===== config.mk =====
export PLATFORM = sky130hd
export DESIGN_NAME = pcie_rx_credit_return
export DESIGN_NICKNAME = d
export VERILOG_FILES = /design/src/rtl/pcie_rx_pkg.sv /design/src/rtl/pcie_rx_rec_fifo.sv /design/src/rtl/pcie_rx_credit_return.sv
export SDC_FILE = /design/constraint.sdc
export NUM_CORES = 1
export LEC_CHECK = 0
export ABC_CLOCK_PERIOD_IN_PS = 2890
export BUFFER_PORTS_ARGS = -buffer_cell sky130_fd_sc_hd__buf_2
export CELL_PAD_IN_SITES_DETAIL_PLACEMENT = 1
export CELL_PAD_IN_SITES_GLOBAL_PLACEMENT = 1
export CORE_MARGIN = 5
export CORE_UTILIZATION = 45
export CTS_CLUSTER_DIAMETER = 60
export CTS_CLUSTER_SIZE = 10
export DETAILED_ROUTE_END_ITERATION = 16
export GPL_TIMING_DRIVEN = 0
export PLACE_DENSITY = 0.75
export SLEW_MARGIN = 20
export SYNTH_ARGS = -nofsm -noshare
export SYNTH_HDL_FRONTEND = slang
export SYNTH_SLANG_ARGS = --single-unit

===== constraint.sdc =====
create_clock -name sys_clk_125 -period 2.89 [get_ports sys_clk_125]
set_input_delay 0.289 -clock sys_clk_125 [delete_from_list [all_inputs] [get_ports sys_clk_125]]
set_output_delay 0.289 -clock sys_clk_125 [all_outputs]
set_load 0.1 [all_outputs]

===== src/rtl/pcie_rx_pkg.sv =====
// Shared types, TLP type constants and helpers for the VC0 RX credit returner.
package pcie_rx_pkg;

  typedef enum logic [1:0] {CLS_POSTED, CLS_NONPOSTED, CLS_CPL, CLS_NONE} cls_e;
  typedef enum logic [1:0] {S_IDLE, S_HDR1, S_BODY} pst_e;
  typedef enum logic {P_IDLE, P_SPLIT} qst_e;

  // type[4:0] encodings; MWr/MRd share 00000 and differ only by fmt[1]
  localparam logic [4:0] T_MWR     = 5'b00000;
  localparam logic [4:0] T_MRD     = 5'b00000;
  localparam logic [4:0] T_MRDLK   = 5'b00001;
  localparam logic [4:0] T_IO      = 5'b00010;
  localparam logic [4:0] T_CFG0    = 5'b00100;
  localparam logic [4:0] T_CFG1    = 5'b00101;
  localparam logic [1:0] T_MSG_PFX = 2'b10;
  localparam logic [3:0] T_CPL_PFX = 4'b0101;

  localparam logic [8:0] CR_FULL  = 9'd256;
  localparam logic [7:0] CR_SPLIT = 8'd128;

  typedef struct packed {
    cls_e       cls;
    logic [8:0] cr;
    logic       auto_pop;
  } rec_t;

  function automatic cls_e classify(input logic hd, input logic [4:0] t);
    cls_e c;
    c = CLS_NONE;
    if ((t == T_MWR && hd) || t[4:3] == T_MSG_PFX)
      c = CLS_POSTED;
    else if (((t == T_MRD || t == T_MRDLK) && !hd) || t == T_IO ||
             t == T_CFG0 || t == T_CFG1)
      c = CLS_NONPOSTED;
    else if (t[4:1] == T_CPL_PFX)
      c = CLS_CPL;
    return c;
  endfunction

  // Data credits in 16-byte units; length 0 encodes 1024 DW.
  function automatic logic [8:0] data_cr(input logic hd, input logic [9:0] len);
    logic [10:0] l;
    l = (len == 10'd0) ? 11'd1024 : {1'b0, len};
    l = l + 11'd3;
    return hd ? l[10:2] : 9'd0;
  endfunction

endpackage


===== src/rtl/pcie_rx_rec_fifo.sv =====
// Synchronous record FIFO; push while full is accepted only if a pop happens too.
module pcie_rx_rec_fifo
  import pcie_rx_pkg::*;
#(
  parameter int DEPTH = 4
) (
  input  logic                     i_clk,
  input  logic                     i_rst,
  input  logic                     i_push,
  input  logic                     i_pop,
  input  rec_t                     i_din,
  output rec_t                     o_dout,
  output logic [$clog2(DEPTH):0]   o_count,
  output logic                     o_full,
  output logic                     o_empty
);
  localparam int AW = $clog2(DEPTH);
  localparam logic [AW:0] FULL_CNT = (AW+1)'(DEPTH);

  rec_t            r_mem [DEPTH];
  logic [AW-1:0]   r_wp, r_rp;
  logic [AW:0]     r_cnt;
  logic            w_do_push, w_do_pop;

  assign o_full    = (r_cnt == FULL_CNT);
  assign o_empty   = (r_cnt == '0);
  assign o_count   = r_cnt;
  assign o_dout    = r_mem[r_rp];
  assign w_do_pop  = i_pop && !o_empty;
  assign w_do_push = i_push && (!o_full || w_do_pop);

  // storage write; contents need no reset since pointers gate visibility
  always_ff @(posedge i_clk) begin
    if (w_do_push) r_mem[r_wp] <= i_din;
  end

  // pointers and occupancy
  always_ff @(posedge i_clk) begin
    if (i_rst) begin
      r_wp  <= '0;
      r_rp  <= '0;
      r_cnt <= '0;
    end else begin
      if (w_do_push) r_wp <= r_wp + 1'b1;
      if (w_do_pop)  r_rp <= r_rp + 1'b1;
      case ({w_do_push, w_do_pop})
        2'b10:   r_cnt <= r_cnt + 1'b1;
        2'b01:   r_cnt <= r_cnt - 1'b1;
        default: r_cnt <= r_cnt;
      endcase
    end
  end

endmodule


===== src/rtl/pcie_rx_credit_return.sv =====
// Parses the VC0 RX TLP stream, queues one credit record per TLP and returns
// credits to the core as each TLP's buffer is released (or immediately if malformed).
module pcie_rx_credit_return
  import pcie_rx_pkg::*;
#(
  parameter int DEPTH = 4
) (
  input  logic                   sys_clk_125,
  input  logic                   rst,
  input  logic [15:0]            rx_data_vc0,
  input  logic                   rx_st_vc0,
  input  logic                   rx_end_vc0,
  input  logic                   rx_malf_tlp_vc0,
  input  logic                   tlp_release,
  output logic                   ph_processed_vc0,
  output logic                   pd_processed_vc0,
  output logic                   nph_processed_vc0,
  output logic                   npd_processed_vc0,
  output logic                   cplh_processed_vc0,
  output logic                   cpld_processed_vc0,
  output logic [7:0]             pd_num_vc0,
  output logic [7:0]             npd_num_vc0,
  output logic [7:0]             cpld_num_vc0,
  output logic                   hdr_valid,
  output logic [6:0]             hdr_fmt_type,
  output logic [9:0]             hdr_len,
  output logic [$clog2(DEPTH):0] pend_cnt,
  output logic                   ovf_err
);
  pst_e        r_pst, w_pst_nxt;
  qst_e        r_qst, w_qst_nxt;
  logic [6:0]  r_ft, r_hdr_ft;
  logic [9:0]  r_len, r_hdr_len;
  logic        r_hdr_valid, r_ovf, r_pend;
  logic        w_push, w_pop, w_split, w_full, w_empty;
  rec_t        w_rec, w_head;
  logic [2:0]  w_oh, r_split_oh, r_hp, r_dp;
  logic [2:0][7:0] r_num;
  logic [7:0]  w_num;
  logic        w_unused;

  assign w_unused = rx_data_vc0[15];

  // parse state register
  always_ff @(posedge sys_clk_125) begin
    if (rst) r_pst <= S_IDLE;
    else     r_pst <= w_pst_nxt;
  end

  // parse next state; a new start always wins and abandons any TLP in flight
  always_comb begin
    w_pst_nxt = r_pst;
    w_push    = 1'b0;
    if (rx_st_vc0) begin
      w_pst_nxt = S_HDR1;
    end else begin
      case (r_pst)
        S_HDR1:  w_pst_nxt = S_BODY;
        S_BODY:  if (rx_end_vc0) begin
                   w_pst_nxt = S_IDLE;
                   w_push    = 1'b1;
                 end
        default: w_pst_nxt = r_pst;
      endcase
    end
  end

  // header field capture and completed-header reporting
  always_ff @(posedge sys_clk_125) begin
    if (rst) begin
      r_ft        <= '0;
      r_len       <= '0;
      r_hdr_valid <= 1'b0;
      r_hdr_ft    <= '0;
      r_hdr_len   <= '0;
    end else begin
      if (rx_st_vc0) r_ft <= rx_data_vc0[14:8];
      if (r_pst == S_HDR1 && !rx_st_vc0) r_len <= rx_data_vc0[9:0];
      r_hdr_valid <= w_push;
      if (w_push) begin
        r_hdr_ft  <= r_ft;
        r_hdr_len <= r_len;
      end
    end
  end

  always_comb begin
    w_rec.cls      = classify(r_ft[6], r_ft[4:0]);
    w_rec.cr       = data_cr(r_ft[6], r_len);
    w_rec.auto_pop = rx_malf_tlp_vc0;
  end

  pcie_rx_rec_fifo #(.DEPTH(DEPTH)) u_fifo (
    .i_clk   (sys_clk_125),
    .i_rst   (rst),
    .i_push  (w_push),
    .i_pop   (w_pop),
    .i_din   (w_rec),
    .o_dout  (w_head),
    .o_count (pend_cnt),
    .o_full  (w_full),
    .o_empty (w_empty)
  );

  // sticky overflow when a record is lost
  always_ff @(posedge sys_clk_125) begin
    if (rst)                              r_ovf <= 1'b0;
    else if (w_push && w_full && !w_pop)  r_ovf <= 1'b1;
  end

  assign w_pop   = (r_qst == P_IDLE) && !w_empty &&
                   (w_head.auto_pop || tlp_release || r_pend);
  assign w_split = w_pop && (w_head.cls != CLS_NONE) && (w_head.cr == CR_FULL);
  assign w_num   = (w_head.cr == CR_FULL) ? CR_SPLIT : w_head.cr[7:0];

  // one-hot credit lane of the head record: 0 posted, 1 non-posted, 2 completion
  always_comb begin
    w_oh = 3'b000;
    case (w_head.cls)
      CLS_POSTED:    w_oh = 3'b001;
      CLS_NONPOSTED: w_oh = 3'b010;
      CLS_CPL:       w_oh = 3'b100;
      default:       w_oh = 3'b000;
    endcase
  end

  // pop state register
  always_ff @(posedge sys_clk_125) begin
    if (rst) r_qst <= P_IDLE;
    else     r_qst <= w_qst_nxt;
  end

  // pop next state; a 256-credit return needs a second 128-credit beat
  always_comb begin
    w_qst_nxt = r_qst;
    case (r_qst)
      P_IDLE:  if (w_split) w_qst_nxt = P_SPLIT;
      default: w_qst_nxt = P_IDLE;
    endcase
  end

  // credit pulses, split lane memory and release held during a split
  always_ff @(posedge sys_clk_125) begin
    if (rst) begin
      r_hp       <= '0;
      r_dp       <= '0;
      r_num      <= '0;
      r_split_oh <= '0;
      r_pend     <= 1'b0;
    end else begin
      r_hp  <= '0;
      r_dp  <= '0;
      r_num <= '0;
      if (r_qst == P_SPLIT) begin
        r_dp <= r_split_oh;
        for (int i = 0; i < 3; i++)
          if (r_split_oh[i]) r_num[i] <= CR_SPLIT;
      end else if (w_pop) begin
        r_hp       <= w_oh;
        r_split_oh <= w_oh;
        if (w_head.cr != 9'd0) begin
          r_dp <= w_oh;
          for (int i = 0; i < 3; i++)
            if (w_oh[i]) r_num[i] <= w_num;
        end
      end
      if (r_qst == P_SPLIT)            r_pend <= r_pend | tlp_release;
      else if (w_empty)                r_pend <= 1'b0;
      else if (w_pop && !w_head.auto_pop) r_pend <= r_pend & tlp_release;
      else                             r_pend <= r_pend | tlp_release;
    end
  end

  assign ph_processed_vc0   = r_hp[0];
  assign nph_processed_vc0  = r_hp[1];
  assign cplh_processed_vc0 = r_hp[2];
  assign pd_processed_vc0   = r_dp[0];
  assign npd_processed_vc0  = r_dp[1];
  assign cpld_processed_vc0 = r_dp[2];
  assign pd_num_vc0         = r_num[0];
  assign npd_num_vc0        = r_num[1];
  assign cpld_num_vc0       = r_num[2];
  assign hdr_valid          = r_hdr_valid;
  assign hdr_fmt_type       = r_hdr_ft;
  assign hdr_len            = r_hdr_len;
  assign ovf_err            = r_ovf;

endmodule

# Word-level counts from Yosys, hierarchy flattened
# Memory sizes are Yosys's and may differ from the RTL's. A register that Yosys moved wholly into a read port is not among the register bits.
# Index checks and enable logic that the tools add are counted.
[word_totals] regBits=80 ram_bits=48 out_inout_bits=52 mem_count=1
[memory_table] memory="u_fifo.r_mem" words=4 width=12 read_ports=1 rd_clocked_by_memory_dff=1 write_ports=1 line="pcie_rx_rec_fifo.sv:20" source="rec_t r_mem [DEPTH];"
[op_classes] add_sub_neg=5 n_eq_ne=17 muxes=34 bitwise=4 n_reduce_logical=40
[ops] op="24-bit two-way mux" count=3
[ops] op="8-bit two-way mux" count=7
[ops] op="1-bit logical AND" count=12
[ops] op="11-bit by 2-bit adder with 11-bit output (second input constant)" count=1
[ops] op="1-bit two-way mux" count=11
[ops] op="11-bit two-way mux" count=1
[ops] op="5-bit by 3-bit equality test with 1-bit output (second input constant)" count=2
[ops] op="10-bit logical NOT" count=1
[ops] op="2-bit two-way mux" count=5
[ops] op="9-bit equality test (second input constant)" count=1
[ops] op="3-bit two-way mux" count=3
[ops] op="9-bit two-way mux" count=1
[ops] op="3-bit case mux with 3 select lines" count=1
[ops] op="9-bit nonzero test" count=1
[ops] op="2-bit equality test (second input constant)" count=4
[ops] op="1-bit logical OR" count=8
[ops] op="2-bit by 1-bit equality test with 1-bit output (second input constant)" count=3
[ops] op="1-bit logical NOT" count=6
[ops] op="3-bit case mux with 2 select lines" count=1
[ops] op="2-bit AND reduction" count=3
[ops] op="5-bit by 1-bit equality test with 1-bit output (second input constant)" count=1
[ops] op="5-bit by 2-bit equality test with 1-bit output (second input constant)" count=1
[ops] op="5-bit logical NOT" count=1
[ops] op="2-bit by 1-bit adder with 2-bit output (second input constant)" count=2
[ops] op="other kinds (16)" count=20

# Depth between registers and ports, before layout
# Gate-level depths: netlist (run 1).
[depth] ltp_word=9 mapped_depth=10 depth_no_buf=8

# Cells and area by module
# Synthesis (run 1) repeated with hierarchy kept, for this count alone.
[hier_totals] cells_unflattened=414 hier_area_um2=4934.7
[by_module_without_submodules] mod="pcie_rx_credit_return" instances=1 cells_per_inst=293 area_each_um2=2672.6 seq_area_each_um2=1461.4
[by_module_without_submodules] mod="pcie_rx_rec_fifo" instances=1 cells_per_inst=121 area_each_um2=2262.2 seq_area_each_um2=1621.6

# Worst setup path after synthesis (run 1)
# OpenSTA, ideal clock, no wires.
[synth_path] path_kind="flip-flop to flip-flop" from="reg u_fifo.r_cnt[0] (netlist: u_fifo.o_count[0])" to="mem u_fifo.r_mem[0][0] (netlist name) (enable)" t_arrival_ns=2.384 setup_slack_ns=0.151 path_stages_with_launch=6 n_path_buf=0 period_less_slack_ns=2.739 cell_sequence="dfxtp_1 > nor3_1 > nor2_1 > nand2_2 > a21oi_1 > and2_1"
[synth_between] elab_chain_cells=9 elab_cells_between_ends=11 classes_between="eq/ne: 1; mux: 2; reduce/logical: 8"
[synth_rtl] item="start: declaration" line="pcie_rx_rec_fifo.sv:22" source="logic [AW:0] r_cnt;"
[synth_rtl] item="start signal: assignment" line="pcie_rx_rec_fifo.sv:47" source="2'b10: r_cnt <= r_cnt + 1'b1;"
[synth_rtl] item="start signal: assignment" line="pcie_rx_rec_fifo.sv:48" source="2'b01: r_cnt <= r_cnt - 1'b1;"
[synth_rtl] item="start signal: assignment" line="pcie_rx_rec_fifo.sv:49" source="default: r_cnt <= r_cnt;"
[synth_rtl] item="3-bit logical NOT" line="pcie_rx_rec_fifo.sv:26" source="assign o_empty = (r_cnt == '0);"
[synth_rtl] item="1-bit logical NOT" line="pcie_rx_rec_fifo.sv:29, pcie_rx_credit_return.sv:111"
[synth_rtl] item="1-bit logical AND (2 in series)" line="pcie_rx_credit_return.sv:111" source="assign w_pop = (r_qst == P_IDLE) && !w_empty &&"
[synth_rtl] item="1-bit logical AND" line="pcie_rx_rec_fifo.sv:29" source="assign w_do_pop = i_pop && !o_empty;"
[synth_rtl] item="1-bit logical OR *" line="pcie_rx_rec_fifo.sv:30" source="assign w_do_push = i_push && (!o_full || w_do_pop);"
[synth_rtl] item="1-bit logical AND *" line="pcie_rx_rec_fifo.sv:30"
[synth_rtl] item="1-bit two-way mux *" line="pcie_rx_rec_fifo.sv:34" source="if (w_do_push) r_mem[r_wp] <= i_din;"
[synth_rtl] item="1-bit two-way mux (implied by the code) *" line="pcie_rx_rec_fifo.sv:34"
[synth_rtl] item="end: declaration" line="pcie_rx_rec_fifo.sv:20"
# Mark *: on every way between the ends. The rest lies on a longest branch, timed or not.

==> results.cfg, run 1 <==
[status]
status = finished, final reports clean

[floorplanning]
die-area_sq_mm = 0.0132
coreArea_sq_mm = 0.0108
rows = 38
ios = 74
die_x_microns = 115
dieHeight_microns = 115
initial_core_util_pct = 45.8

[clock_tree]
cts_sinks = 130
numCtsBuffers = 17
ctsLongestPathBuffers = 2
clk_latency_ns = 0.51
cts_setup_buffers = 0
h-tree-depth = 4
cts_tree = built
root_buffer = clkbuf_8
clk_pin_slew_ns = 0.06

[pwr]
power.total_mw = 5.25
vdd_ir_drop_max_mv = 0.421
p_per_area_mw_per_mm2 = 856
p_leak_nw = 2.49

[synth]
yosysTopAreaCell = dfxtp_1
netlist_instances = 402
yosysWarnings = 0
synthArstFlopShare_pct = 0
yosys.area.top_type_share_pct = 33.0
yosysSeqAreaShare_pct = 62.0
synth_cell_type_count = 47
synth-seq-cells = 130
synthFlopType = dfxtp_1
synth_area_per_cell_sq_um = 12.4
yosys-top-cells-area = dfxtp_1 33%, edfxtp_1 29%, mux4_1 5.3%
synth-edff-count = 48
syn_area_sq_mm = 0.00497
synth_nets = 429

[placement]
place_ws_ns = -0.0981
io_buffers = 72
dpl.hpwl_mm = 7.86
place.gp.congestion = 0.774

[timing]
setup_tns_ns = 0
rsz0062_at_grt = false
fmax_ghz = 0.372
final_hold_viol_count = 0
slew_headroom_pct = 47.1
fin_crit_ns = 2.69
setup_ws_ns = 0.200
finalClockSkew_ns = 0.0107
tightest_slew_ns = 0.793
timing.final.crit_share_pct = 93.1
whs_ns = 0.0219
setup_viol_count_final = 0
maxSlewViolCount = 0

[setup_path]
cp_data_arrival_time_ns = 3.09
cp-end-kind = flop
crit_required_ns = 3.29
crit_fanout = 10
critPathKind = reg2reg
rr_worst_depth = 10
r2r_setup_slack_ns = 0.20
critical_path.endpoint = u_fifo.o_count[2]
r2r_end = u_fifo.o_count[2]
cp-start-kind = flop

[routing]
viasPerCell = 5.08
dr.pass1.iters = 4
ant_nets = 0
num_vias = 3300
drc = 0
avgRoutedWirePerCell_microns = 16.8
drt_iter0_drc = 140
wl_mm = 10.9

[final_layout]
nets = 524
drive_above_1_share_pct = 26.1
syn_to_final_growth_pct = 23.4
antenna_cells = 0

[grt]
grtUsageMet1_pct = 20.8
grt_overflow_total = 0
use_met3_pct = 4.84
busiest_layer = met2
grt_max_degree = 17
grt_antenna_before_repair = 0
grt_pass1_vias = 3513
grtUsageTotal_pct = 17.5
use_met2_pct = 30.7
grt_pass1_wl_mm = 17.7

[min_path]
min_path_type = in2reg

[run]
maxCapViolations = 0
metrics by stage:
step                instance area [sq um]  util, %  instances
CTS                                  6130     56.5        650
finish                               6130     56.6        650
global route                         6130     56.6        650
floorplan                            4970        -        402
detailed placement                   5500     50.8        614
global placement                     5500     50.8        614
routing by layer:
layer | up-vias | part of all wire (%) | routed length, microns
met3 | 10 | 5.0 | 541
met4 | 0 | 1.1 | 118
met2 | 87 | 49 | 5380
li1 | 1610 | - | -
met5 | - | 0 | 0
met1 | 1593 | 45 | 4870
state kept, by name, summed over array words and instances, names as in the netlist, 2 cells and up, named ones only:
register,flops
r_ft,7
u_fifo.r_rp,2
r_pst,2
hdr_len,10
u_fifo.r_wp,2
r_dp,3
pd_num_vc0,8
u_fifo.o_count,3
npd_num_vc0,8
r_len,10
r_hp,3
r_split_oh,3
hdr_fmt_type,7
u_fifo.r_mem,48
cpld_num_vc0,8
cells by family after synthesis:
kind of cell,synth area share (%)
simple gates,15.4
flops,62.0
compound gates,5.72
mux,11.3
buf+inv,2.54
xor+xnor,1.59
fa+ha+maj,1.41
synth_stat cells, types with 2 or more instances:
library cell and n:
nand2_2 2, xor2_1 3, nand2_1 40, inv_1 6
and2_2 3, a22oi_1 2, mux2i_1 22, nand2b_1 4
mux4_2 2, mux4_1 10, xnor2_1 6, nor3_1 4
edfxtp_1 48, dfxtp_1 82, and2_1 29, nor2b_1 4
inv_2 3, or4_4 3, or4b_4 2, nor3b_1 4
ha_1 4, and3_1 2, nand3_1 6, o21ai_0 8
nor2_1 39, buf_1 3, a21o_1 3, mux2_2 3
nor4_1 2, clkbuf_1 12, a21oi_1 25
worst min-delay path by stage:
stage	slack [ns]	end	cells after the start	start
floorplan	0.39	u_fifo.r_mem[0][0]	0	rx_malf_tlp_vc0
global placement	0.44	r_split_oh[1]	1	r_split_oh[1]
detailed placement	0.45	r_split_oh[1]	1	r_split_oh[1]
CTS	0.002	r_len[7]	3	rx_data_vc0[7]
global route	0.02	r_len[6]	3	rx_data_vc0[6]
finish	0.02	r_ft[3]	3	rx_data_vc0[11]
where the power goes:
| group | switching [mW] | internal (mW) | total, mW |
|---|---|---|---|
| registers | 0.0661 | 1.99 | 2.06 |
| clock network | 0.816 | 1.25 | 2.07 |
| logic | 0.798 | 0.325 | 1.12 |
| total | 1.68 | 3.57 | 5.25 |
layout make-up:
| cell class | instances | area [sq um] |
|---|---|---|
| inverters | 9 | 33.8 |
| clock inverters | 12 | 113 |
| multi-input cells | 245 | 1770 |
| flip-flops and latches | 130 | 3080 |
| plain buffers | 18 | 92.6 |
| repair buffers | 76 | 400 |
| fillers | 1149 | 4710 |
| well taps | 140 | 175 |
| clock buffers | 20 | 467 |
worst max-delay path: stages (launching register included):
cell and delay (ns):
dfxtp_1 0.31, buf_6 0.13, buf_12 0.14, nor3b_1 0.14, a22oi_1 0.46, nand2_2 0.31
nor2_1 0.26, fa_1 0.22, nor3b_1 0.21, mux2i_1 0.12, mux2_2 0.27
placed cells by master, fill, tap and decap left out, types with 3 or more instances in the layout:
cell / instances
a21o_1: 3
a21oi_1: 24
and2_1: 25
and2_2: 7
buf_1: 3
buf_2: 73
clkbuf_1: 12
clkbuf_16: 17
clkbuf_8: 3
dfxtp_1: 82
dlygate4sd3_1: 4
edfxtp_1: 48
ha_1: 4
inv_1: 6
inv_2: 3
inv_4: 4
inv_6: 5
mux2_2: 3
mux2i_1: 22
mux4_1: 10
nand2_1: 40
nand2b_1: 4
nand3_1: 6
nor2_1: 39
nor2b_1: 4
nor3_1: 4
nor3b_1: 4
o21ai_0: 8
or4_4: 3
xnor2_1: 6
xor2_1: 3
repair_timing:
item	4_1_cts	5_1_grt
endpoints found under the setup margin	48	4
pin swaps	0	0
endpoints found under the hold margin	7	0
gates resized for setup	4	1
hold buffers	4	0
(Power assumes the default switching activity.)
==> inputs of run 2 (changes only) <==
Settings changed: CORE_UTILIZATION 45 to 25, PLACE_DENSITY 0.75 to 0.46, RECOVER_POWER set to 100.
==> results.cfg, run 2 (same netlist as run 1, synthesis figures left out) <==
[pwr]
p_int_mw = 3.47
p_seq_share_pct = 40.2
vdd_ir_drop_max_mv = 0.390
power.total_mw = 5.12
p_leak_nw = 2.20
power_switching_mw = 1.66
pwr-share-comb_pct = 21.4
p_per_area_mw_per_mm2 = 836
swShare_pct = 32.3
pwr-share-clk_pct = 38.4

[clock_tree]
post_cts_resized = 4
cts_setup_buffers = 0
cts_sinks = 130
cts_tree = built
clk_pin_slew_ns = 0.06
hold_buffers = 0
numCtsBuffers = 17
root_buffer = clkbuf_16
clk_latency_ns = 0.41
ctsLongestPathBuffers = 2
h-tree-depth = 4

[final_layout]
syn_to_final_growth_pct = 23.4
design_area_sq_mm = 0.00613
antenna_cells = 0
n_fill_cell = 2231
largest_register = u_fifo.r_mem
drive_above_1_share_pct = 13.8
layout_commonest_cell = dfxtp_1
mostFrequentLayoutCells = 82 x dfxtp_1, 69 x clkbuf_1, 48 x edfxtp_1
largest_register_ffs = 48
nets = 520

[min_path]
min_path_type = in2reg
hold-path-cell-count = 3
hp-start = rx_data_vc0[2]

[run]
maxCapViolations = 0

[grt]
grtUsageTotal_pct = 10.8
grt_overflow_total = 0
grt_antenna_before_repair = 0
grt_pass1_vias = 3370
grt_max_degree = 17
grt_pass1_wl_mm = 18.6

[timing]
fmax_ghz = 0.373
rsz0062_at_grt = false
final_hold_viol_count = 0
fin_crit_ns = 2.68
slew_headroom_pct = 20.2
finalClockSkew_ns = 0.00914
maxSlewViolCount = 0
timing.final.crit_share_pct = 92.8
setup_ws_ns = 0.209
setup_tns_ns = 0
tightest_slew_ns = 1.20
setup_viol_count_final = 0

[setup_path]
r2r_setup_slack_ns = 0.21
critPathKind = reg2reg
cp-start-kind = flop
cp_data_arrival_time_ns = 2.96
critical_path.endpoint = r_dp[0]
rr_worst_depth = 6
cp-end-kind = flop
r2r_end = r_dp[0]
crit_required_ns = 3.17
crit_fanout = 10

[placement]
place.gp.congestion = 0.733
dpl.hpwl_mm = 8.55
io_buffers = 72
dpl-instance-area_sq_mm = 0.00566
place_ws_ns = -0.176

[routing]
num_vias = 3238
viasPerCell = 4.20
wl_mm = 11.7
drc = 0
ant_nets = 0
avgRoutedWirePerCell_microns = 15.2
drt_iter0_drc = 85
dr.pass1.iters = 4

[floorplanning]
rows = 51
ios = 74
die-area_sq_mm = 0.0228
initial_core_util_pct = 25.4
coreArea_sq_mm = 0.0195
dieHeight_microns = 151
die_x_microns = 151

[status]
status = finished, final reports clean
-- run 2: cell count changes in the layout (fill, tap and decap cells not counted), moves of 3 or more --
cell,before,now
clkbuf_1,12,69
buf_2,73,19
and2_0,0,14
and2_1,25,11
clkinv_2,1,5
dlygate4sd3_1,4,0
inv_4,4,0
inv_6,5,1
clkbuf_8,3,0
clkinvlp_4,0,3
inv_1,6,9
inv_2,3,0
-- run 2: final cells by class --
class | count | area (sq um) | share of cell area (%)
Multi-Input combinational cell | 245 | 1750 | 28.6
Clock buffer | 18 | 429 | 7.00
Buffer | 18 | 92.6 | 1.51
Tap cell | 265 | 332 | 5.41
Sequential cell | 130 | 3080 | 50.3
Inverter | 9 | 33.8 | 0.551
Timing Repair Buffer | 72 | 293 | 4.77
Clock inverter | 14 | 116 | 1.90
-- run 2: power groups by stage --
stage / clock, mW / sequential, mW / combinational, mW
5_1_grt: 2.13 / 2.07 / 1.18
4_1_cts: 2.03 / 2.06 / 1.15
3_5_place_dp: 0 / 2.10 / 1.14
2_1_floorplan: 0 / 2.50 / 0.490
3_3_place_gp: 0 / 2.09 / 1.13
6_report: 1.97 / 2.06 / 1.10
-- run 2: worst max-delay path, cell delays in order, from the launching register on --
cell	delay [ns]
dfxtp_1	0.30
buf_2	0.19
clkbuf_1	0.50
mux4_1	0.46
or4_4	0.60
nor3_1	0.35
o21ai_0	0.14
-- run 2: layer usage --
| layer | global-route usage [%] | up-vias | wire (microns) |
|---|---|---|---|
| li1 | - | 1603 | - |
| met1 | 13.9 | 1543 | 5600 |
| met2 | 17.0 | 77 | 5290 |
| met3 | 3.41 | 15 | 629 |
| met4 | 4.22 | 0 | 172 |
| met5 | 0 | - | 0 |
-- run 2: metrics by stage --
stage / hold slack, ns / instances / util (%)
after detailed placement: 0.439 / 739 / 29.0
after CTS: 0.0755 / 771 / 31.8
after global routing: 0.116 / 771 / 31.4
after floorplan: 0.388 / 402 / -
after global placement: 0.436 / 739 / 29.0
final: 0.114 / 771 / 31.4
-- run 2: worst min-delay path by stage --
stage                                     to  slack (ns)
after floorplan           u_fifo.r_mem[0][0]        0.39
final                               r_len[2]        0.11
after CTS                 u_fifo.r_mem[0][0]        0.08
after detailed placement       r_split_oh[1]        0.44
after global routing                 r_ft[3]        0.12
after global placement         r_split_oh[0]        0.44
==> inputs of run 3 (changes only) <==
--- a/config.mk
+++ b/config.mk
@@ -15,5 +15,4 @@
 export CTS_CLUSTER_SIZE = 10
 export DETAILED_ROUTE_END_ITERATION = 16
-export GPL_TIMING_DRIVEN = 0
 export PLACE_DENSITY = 0.46
 export RECOVER_POWER = 100
==> constraint.sdc (replaced) <==
create_clock -name sys_clk_125 -period 2.89 [get_ports sys_clk_125]
set_input_delay 0.578 -clock sys_clk_125 [delete_from_list [all_inputs] [get_ports sys_clk_125]]
set_output_delay 0.578 -clock sys_clk_125 [all_outputs]
set_load 0.1 [all_outputs]
==> results.cfg, run 3 (same netlist as run 1, synthesis figures left out) <==
[floorplanning]
ios = 74
die_x_microns = 151
rows = 51
initial_core_util_pct = 25.4
coreArea_sq_mm = 0.0195
die-area_sq_mm = 0.0228
dieHeight_microns = 151

[grt]
grtUsageTotal_pct = 10.3
grt_pass1_vias = 3317
grt_max_degree = 36
grt_pass1_wl_mm = 17.7
grt_overflow_total = 0
grt_antenna_before_repair = 0

[timing]
whs_ns = 0.397
setup_tns_ns = 0
tightest_slew_ns = 1.20
final_hold_viol_count = 0
fmax_ghz = 0.409
rsz0062_at_grt = false
timing.final.crit_share_pct = 84.7
finalClockSkew_ns = 0.00976
slew_headroom_pct = 20.4
fin_crit_ns = 2.45
setup_viol_count_final = 0
maxSlewViolCount = 0

[setup_path]
r2r_setup_slack_ns = 0.44
crit_fanout = 11
cp_data_arrival_time_ns = 2.75
cp-end-kind = flop
rr_worst_depth = 7
critPathKind = reg2reg
cp-start-kind = flop
crit_required_ns = 3.20

[final_layout]
layout_commonest_cell = dfxtp_1
syn_to_final_growth_pct = 23.1
antenna_cells = 0
mostFrequentLayoutCells = 82 x dfxtp_1, 57 x clkbuf_1, 48 x edfxtp_1
nets = 516
utilization_pct = 31.3
final_cell_count_no_fill = 767
drive_above_1_share_pct = 14.9
largest_register = u_fifo.r_mem
largest_register_ffs = 48

[run]
maxCapViolations = 0

[clock_tree]
ctsLongestPathBuffers = 2
cts_tree = built
cts_setup_buffers = 0
clk_pin_slew_ns = 0.06
post_cts_resized = 0
root_buffer = clkbuf_16
cts_sinks = 130
h-tree-depth = 4
hold_buffers = 0
clk_latency_ns = 0.42
numCtsBuffers = 17

[routing]
drc = 0
dr.pass1.iters = 4
avgRoutedWirePerCell_microns = 14.5
drt_iter0_drc = 77
viasPerCell = 4.22
ant_nets = 0
num_vias = 3240
wl_mm = 11.1

[placement]
dpl.hpwl_mm = 7.83
place.gp.congestion = 0.683
dp.cells = 735
io_buffers = 72

[pwr]
vdd_ir_drop_max_mv = 0.379
p_per_area_mw_per_mm2 = 835
p_leak_nw = 2.23

[min_path]
hold-path-cell-count = 3
min_path_type = in2reg

[status]
status = finished, final reports clean
[run 3: per-stage QoR]
stage | power [mW] | worst slack (ns) | instance area (sq um)
2_1_floorplan | 2.99 | 0.151 | 4970
3_3_place_gp | 3.21 | 0.460 | 5680
3_5_place_dp | 3.23 | 0.436 | 5680
4_1_cts | 5.24 | 0.416 | 6230
5_1_grt | 5.36 | 0.265 | 6120
6_report | 5.10 | 0.443 | 6120
[run 3: report_power, final]
group	total (mW)	switching [mW]	internal [mW]
registers	2.06	0.0711	1.99
logic	1.06	0.769	0.287
clock network	1.98	0.830	1.15
total	5.10	1.67	3.43
[run 3: layout make-up]
type / count / area (sq um)
inverters: 9 / 33.8
clock inverters: 14 / 103
flip-flops and latches: 130 / 3080
clock buffers: 18 / 450
fillers: 2230 / 13400
multi-input cells: 245 / 1740
repair buffers: 86 / 374
well taps: 265 / 332
[run 3: layer usage]
metal | wire (microns) | share of wire (%) | global-route usage (%)
met5 | 0 | 0 | 0
met4 | 137 | 1.2 | 3.26
met3 | 674 | 6.1 | 4.31
met2 | 4900 | 44 | 15.4
met1 | 5430 | 49 | 13.6
[run 3: worst max-delay path, stage by stage (launching register included)]
cell and delay [ns]:
dfxtp_1 0.31, buf_4 0.22, buf_4 0.19, mux4_1 0.59, or4_1 0.44, nor2_1 0.18
nand2_2 0.08, a2111oi_4 0.31
[run 3: path summary, 6_finish.rpt]
kind | start | to
hold / removal | rx_data_vc0[7] | r_len[7]
setup / recovery | flop | r_qst
setup reg to reg | flop | r_qst
hold reg to reg | r_split_oh[2] | r_split_oh[2]
